**src/rtl/pc_gen_pkg.sv**
```systemverilog
// pc_gen_pkg: shared types and helpers for the multi-hart PC generator
package pc_gen_pkg;
  typedef enum logic [1:0] {PC_HOLD, PC_INC, PC_REDIRECT, PC_TRAP} pc_src_e;
  function automatic int hart_w(input int n);
    return n > 1 ? $clog2(n) : 1;
  endfunction
  function automatic logic is_aligned(input logic [63:0] pc, input int bits);
    return (pc & ((64'd1 << bits) - 64'd1)) == 64'd0;
  endfunction
endpackage

```
**src/rtl/pc_gen_rr_arbiter.sv**
```systemverilog
// rr_arbiter: round-robin grant starting one past the last granted requester
module rr_arbiter #(
  parameter int NUM_REQ = 2,
  parameter int IDX_W = 1
) (
  input  logic               clk_i,
  input  logic               rst_ni,
  input  logic [NUM_REQ-1:0] req,
  input  logic               advance,
  output logic               valid,
  output logic [IDX_W-1:0]   idx,
  output logic [NUM_REQ-1:0] gnt
);
  logic [IDX_W-1:0] ptr;
  // scan from farthest to nearest so the nearest requester after ptr wins
  always_comb begin
    idx = '0;
    for (int k = NUM_REQ; k >= 1; k--)
      if (req[(int'(ptr) + k) % NUM_REQ]) idx = IDX_W'((int'(ptr) + k) % NUM_REQ);
    valid = |req;
    gnt = valid ? NUM_REQ'(1) << idx : '0;
  end
  // reset points at the last requester so requester 0 is granted first
  always_ff @(posedge clk_i)
    if (!rst_ni) ptr <= IDX_W'(NUM_REQ - 1);
    else if (advance && valid) ptr <= idx;
endmodule

```
**src/rtl/pc_gen.sv**
```systemverilog
// pc_gen: per-hart PCs with round-robin fetch, redirects, traps and misalign detection
module pc_gen import pc_gen_pkg::*; #(
  parameter int DATA_WIDTH = 32,
  parameter int NUM_HARTS = 2,
  parameter int ALIGN_BITS = 2,
  parameter logic [DATA_WIDTH-1:0] RESET_VECTOR = 32'h0000_0000,
  parameter logic [DATA_WIDTH-1:0] TRAP_VECTOR = 32'h0000_0004,
  localparam int HART_W = hart_w(NUM_HARTS)
) (
  input  logic                            clk_i,
  input  logic                            rst_ni,
  input  logic                            en_i,
  input  logic [NUM_HARTS-1:0]            hart_stall_i,
  input  logic [NUM_HARTS-1:0]            halt_i,
  input  logic                            redirect_valid_i,
  input  logic [HART_W-1:0]               redirect_hart_i,
  input  logic [DATA_WIDTH-1:0]           redirect_pc_i,
  input  logic                            trap_valid_i,
  input  logic [HART_W-1:0]               trap_hart_i,
  output logic                            fetch_valid_o,
  output logic [HART_W-1:0]               fetch_hart_o,
  output logic [DATA_WIDTH-1:0]           fetch_pc_o,
  output logic [NUM_HARTS*DATA_WIDTH-1:0] pc_o,
  output logic                            misalign_o,
  output logic [HART_W-1:0]               misalign_hart_o
);
  localparam logic [DATA_WIDTH-1:0] INC = DATA_WIDTH'(1) << ALIGN_BITS;
  logic [DATA_WIDTH-1:0] pc_q [NUM_HARTS];
  logic [NUM_HARTS-1:0] gnt;
  pc_src_e src [NUM_HARTS];
  logic aligned, misalign_d;
  rr_arbiter #(.NUM_REQ(NUM_HARTS), .IDX_W(HART_W)) u_arb (
    .clk_i(clk_i),
    .rst_ni(rst_ni),
    .req({NUM_HARTS{en_i}} & ~hart_stall_i & ~halt_i),
    .advance(1'b1),
    .valid(fetch_valid_o),
    .idx(fetch_hart_o),
    .gnt(gnt)
  );
  assign fetch_pc_o = fetch_valid_o ? pc_q[fetch_hart_o] : '0;
  for (genvar g = 0; g < NUM_HARTS; g++) assign pc_o[g*DATA_WIDTH +: DATA_WIDTH] = pc_q[g];
  // per-hart source select: trap beats redirect beats increment; a misaligned redirect traps
  always_comb begin
    aligned = is_aligned(64'(redirect_pc_i), ALIGN_BITS);
    misalign_d = redirect_valid_i && !aligned && int'(redirect_hart_i) < NUM_HARTS
                 && !(trap_valid_i && trap_hart_i == redirect_hart_i);
    for (int h = 0; h < NUM_HARTS; h++)
      src[h] = (trap_valid_i && int'(trap_hart_i) == h) ? PC_TRAP :
               (redirect_valid_i && int'(redirect_hart_i) == h) ? (aligned ? PC_REDIRECT : PC_TRAP) :
               gnt[h] ? PC_INC : PC_HOLD;
  end
  // PC registers and the registered misalign pulse
  always_ff @(posedge clk_i) begin
    for (int h = 0; h < NUM_HARTS; h++)
      pc_q[h] <= !rst_ni ? RESET_VECTOR :
                 src[h] == PC_TRAP ? TRAP_VECTOR :
                 src[h] == PC_REDIRECT ? redirect_pc_i :
                 src[h] == PC_INC ? pc_q[h] + INC : pc_q[h];
    misalign_o <= rst_ni && misalign_d;
    misalign_hart_o <= (rst_ni && misalign_d) ? redirect_hart_i : '0;
  end
endmodule

```
**config.mk**
```make
export PLATFORM = sky130hd
export DESIGN_NAME = pc_gen
export DESIGN_NICKNAME = d
export VERILOG_FILES = /design/src/rtl/pc_gen_pkg.sv /design/src/rtl/pc_gen_rr_arbiter.sv /design/src/rtl/pc_gen.sv
export SDC_FILE = /design/constraint.sdc
export NUM_CORES = 1
export LEC_CHECK = 0
export ABC_AREA = 1
export CELL_PAD_IN_SITES_DETAIL_PLACEMENT = 1
export CELL_PAD_IN_SITES_GLOBAL_PLACEMENT = 2
export CORE_ASPECT_RATIO = 1.2
export CORE_MARGIN = 1.5
export CORE_UTILIZATION = 24
export CTS_CLUSTER_SIZE = 40
export DETAILED_ROUTE_END_ITERATION = 10
export GPL_TIMING_DRIVEN = 0
export PLACE_DENSITY = 0.86
export SETUP_SLACK_MARGIN = 0.3
export SYNTH_ARGS = -nofsm -noshare
export SYNTH_HDL_FRONTEND = slang
export SYNTH_SLANG_ARGS = --single-unit
```
**constraint.sdc**
```tcl
create_clock -name clk_i -period 2.8 [get_ports clk_i]
set_input_delay 0.28 -clock clk_i [delete_from_list [all_inputs] [get_ports clk_i]]
set_output_delay 0.28 -clock clk_i [all_outputs]
set_load 0.03 [all_outputs]
```
==> results of run 1 <==
-- placed cells by master, fill, tap and decap left out, types with 4 or more instances in the layout --
master	synthesis	layout
nor2_4	8	9
nor2_2	7	7
dfxtp_1	67	67
nand4_1	4	4
inv_1	95	92
clkbuf_1	22	4
xnor2_1	6	6
xor2_1	10	10
clkbuf_4	0	6
nand3_1	74	73
buf_4	0	11
o22ai_1	20	19
clkdlybuf4s15_2	0	13
o21ai_0	38	38
a21oi_2	4	9
dlygate4sd2_1	0	4
nor3_1	6	4
buf_2	11	18
nor2_1	87	86
clkbuf_16	0	9
ha_1	10	10
clkbuf_2	0	13
clkdlybuf4s50_1	0	108
nand2_1	284	283
a31oi_1	5	5
a21oi_1	101	93
-- power by group --
| part | internal [W] | switching (W) |
|---|---|---|
| Sequential | 0.00105 | 0.000168 |
| Clock | 0.000610 | 0.000447 |
| Combinational | 0.000494 | 0.000820 |
| Total | 0.00215 | 0.00144 |
-- flip-flops by register name, summed over array words and instances (netlist names) --
signal,flops
misalign_hart_o,1
misalign_o,1
pc_q,64
u_arb.ptr,1
-- stage by stage --
stage          setup WS [ns]  total power, W
2_1_floorplan         0.6186        0.001887
3_3_place_gp         -0.7226        0.002444
3_5_place_dp         -0.7016        0.002451
4_1_cts               0.2357        0.003525
5_1_grt               0.2703        0.003747
6_report              0.4025        0.003587
-- layer usage --
metal  routed length [um]  global-route usage
met1                11440              0.2980
met2                12510              0.3958
met3                  836             0.02210
met4                  503             0.06721
met5                    0                   0
-- critical path: cells and delay by family --
family          cells  cell delay [ns]
compound gates      1             0.32
simple gates        3             0.33
buf+inv             5             1.19
-- area by class of cell --
type / instances / area, um^2 / area share
Sequential cell: 67 / 1341 / 0.1821
Timing Repair Buffer: 150 / 1435 / 0.1948
Clock buffer: 13 / 250.2 / 0.03397
Buffer: 35 / 256.5 / 0.03482
Tap cell: 270 / 337.8 / 0.04586
Multi-Input combinational cell: 681 / 3356 / 0.4556
Inverter: 99 / 389.1 / 0.05283
-- timing repair --
action	in CTS	in global routing
hold endpoints to repair	0	0
endpoints found under the setup margin	96	91
buffers inserted	1	7
gates cloned	0	0
resized for setup	134	71
-- final timing paths --
path,start,endpoint,slack (ns),cells after the start
max,en_i,fetch_pc_o[16],0.40,9
min,pc_q[0][1],pc_q[0][1],0.49,2
max reg2reg,u_arb.ptr,pc_q[1][5],0.78,9
min reg2reg,pc_q[0][1],pc_q[0][1],0.49,2
-- cell families (layout without fill, tap and decap cells) --
logic type / count (synthesis) / count (layout) / synth area share
adder cells (fa/ha/maj): 10 / 10 / 0.02451
buffers and inverters: 134 / 297 / 0.1012
AND/OR/NAND/NOR: 476 / 476 / 0.3926
XOR/XNOR: 16 / 16 / 0.02745
flip-flops: 67 / 67 / 0.2627
AO/OA/AOI/OAI: 179 / 179 / 0.1914
==> out/summary.txt, run 1 <==
number of flops mapped to enable cells by yosys -> 0
final non-filler cell total -> 1,315
power density over the cells -> 487.0 mW/mm^2
Worst-path clk slew -> 0.06 ns
Sink Count -> 67
Main synth FF type -> dfxtp_1
die width -> 136.1 um
WP data required -> 2.52 ns
initial antenna violation count -> 0
startpoint class of the critical path -> input pin
Clock Skews -> 0.009960 ns
Layout Utilization -> 0.3524
IO buf count -> 142
nets -> 1,096
Row Count -> 58
Post-synth top cells -> 284 x nand2_1, 101 x a21oi_1, 95 x inv_1, 87 x nor2_1, 74 x nand3_1
pin count of the biggest net entering global routing -> 11
All-Layer GR Usage -> 0.2285
Netlist cell types -> 33
Async SR Flop Fraction -> 0
number of vias per cell -> 4.871
Yosys warning total -> 0
Slew @ Worst Pin -> 0.4494 ns
post-synth top area cell -> dfxtp_1
Final period util -> 0.8562
final setup fails -> 0
Post-DP HPWL -> 20,410 um
final antenna diode count -> 0
number of hold-repair buffers added at the cts stage -> 0
fraction of layout cells with a size suffix above 1 -> 0.1206
crit path kind -> in -> out
sequential area share after synthesis -> 0.2627
syn_area_per_cell -> 5.788 um^2
worst-case clock buffer depth -> 2
slowest stage delay, CP -> 0.45 ns
crit-path cells -> clkdlybuf4s50_1, inv_1, nor3_2, inv_2, buf_4, nand2_4, nand2_1, o21ai_0, clkdlybuf4s15_1
vias in the first global route -> 6,412
final WL -> 25,300 um
Die Y -> 162.8 um
starting density of the core -> 0.2443
Setup crit end kind -> primary output
via count -> 6,406
Final Slew Violations -> 0
first-pass GRT wire length -> 37,860 um
Slew HR -> 0.7004
Initial DRT Pass Iterations -> 4
Root Driver -> clkbuf_16
total CTS buffers -> 9
Design Area, Final -> 0.007366 mm^2
worst vdd ir -> 0.0003234 V
Pleak -> 2.751 nW
syn nets -> 935
max cap viols -> 0
Cells after Synth -> 882
placed insts -> 1,294
Area Overhead vs Synth -> 44.29%
mapped cell area -> 0.005105 mm^2
filler cell count in the final layout -> 2,744
Final Hold Violating Endpoints -> 0
CTS tree -> built
most frequent cell after synthesis -> nand2_1
die area -> 0.02216 mm^2
crit path DAT -> 2.12 ns
status -> finished clean
Final min period -> 2.397 ns
Hold WC Path Type -> reg -> reg
clk_lat worst skew -> 0.35 ns
top post-synthesis cells by area -> dfxtp_1 26%, nand2_1 21%, a21oi_1 9.9%
Cell Area, Placed -> 0.006864 mm^2
GR Overflow Total -> 0
hold_ws -> 0.4936 ns
post-route ant nets -> 0
setup TNS -> 0 ns
global placement routability congestion -> 0.8221
Crit Path Max Fanout -> 5
worst-path cell with the longest stage delay -> clkdlybuf4s50_1
DR WL/cell -> 19.24 um
CTS H-tree depth -> 3
unrepaired setup endpoints after global routing -> true
Yosys reg bits -> 67
f_max -> 417.1 MHz
Core ar. -> 0.02090 mm^2
top-area cell type share of the netlist area -> 0.2627
DR iter-0 viols -> 333
DRC -> 0
Top Ports -> 143
(Power assumes the default switching activity.)
==> run 2, diff against run 1 <==
--- a/config.mk
+++ b/config.mk
@@ -11,11 +11,13 @@
 export CORE_ASPECT_RATIO = 1.2
 export CORE_MARGIN = 1.5
 export CORE_UTILIZATION = 24
+export CTS_CLUSTER_DIAMETER = 60
 export CTS_CLUSTER_SIZE = 40
 export DETAILED_ROUTE_END_ITERATION = 10
 export GPL_TIMING_DRIVEN = 0
 export PLACE_DENSITY = 0.86
 export SETUP_SLACK_MARGIN = 0.3
+export SLEW_MARGIN = 20
 export SYNTH_ARGS = -nofsm -noshare
 export SYNTH_HDL_FRONTEND = slang
 export SYNTH_SLANG_ARGS = --single-unit
==> results of run 2 <==
No change in the layout: final DEF, timing and power equal those of run 1.
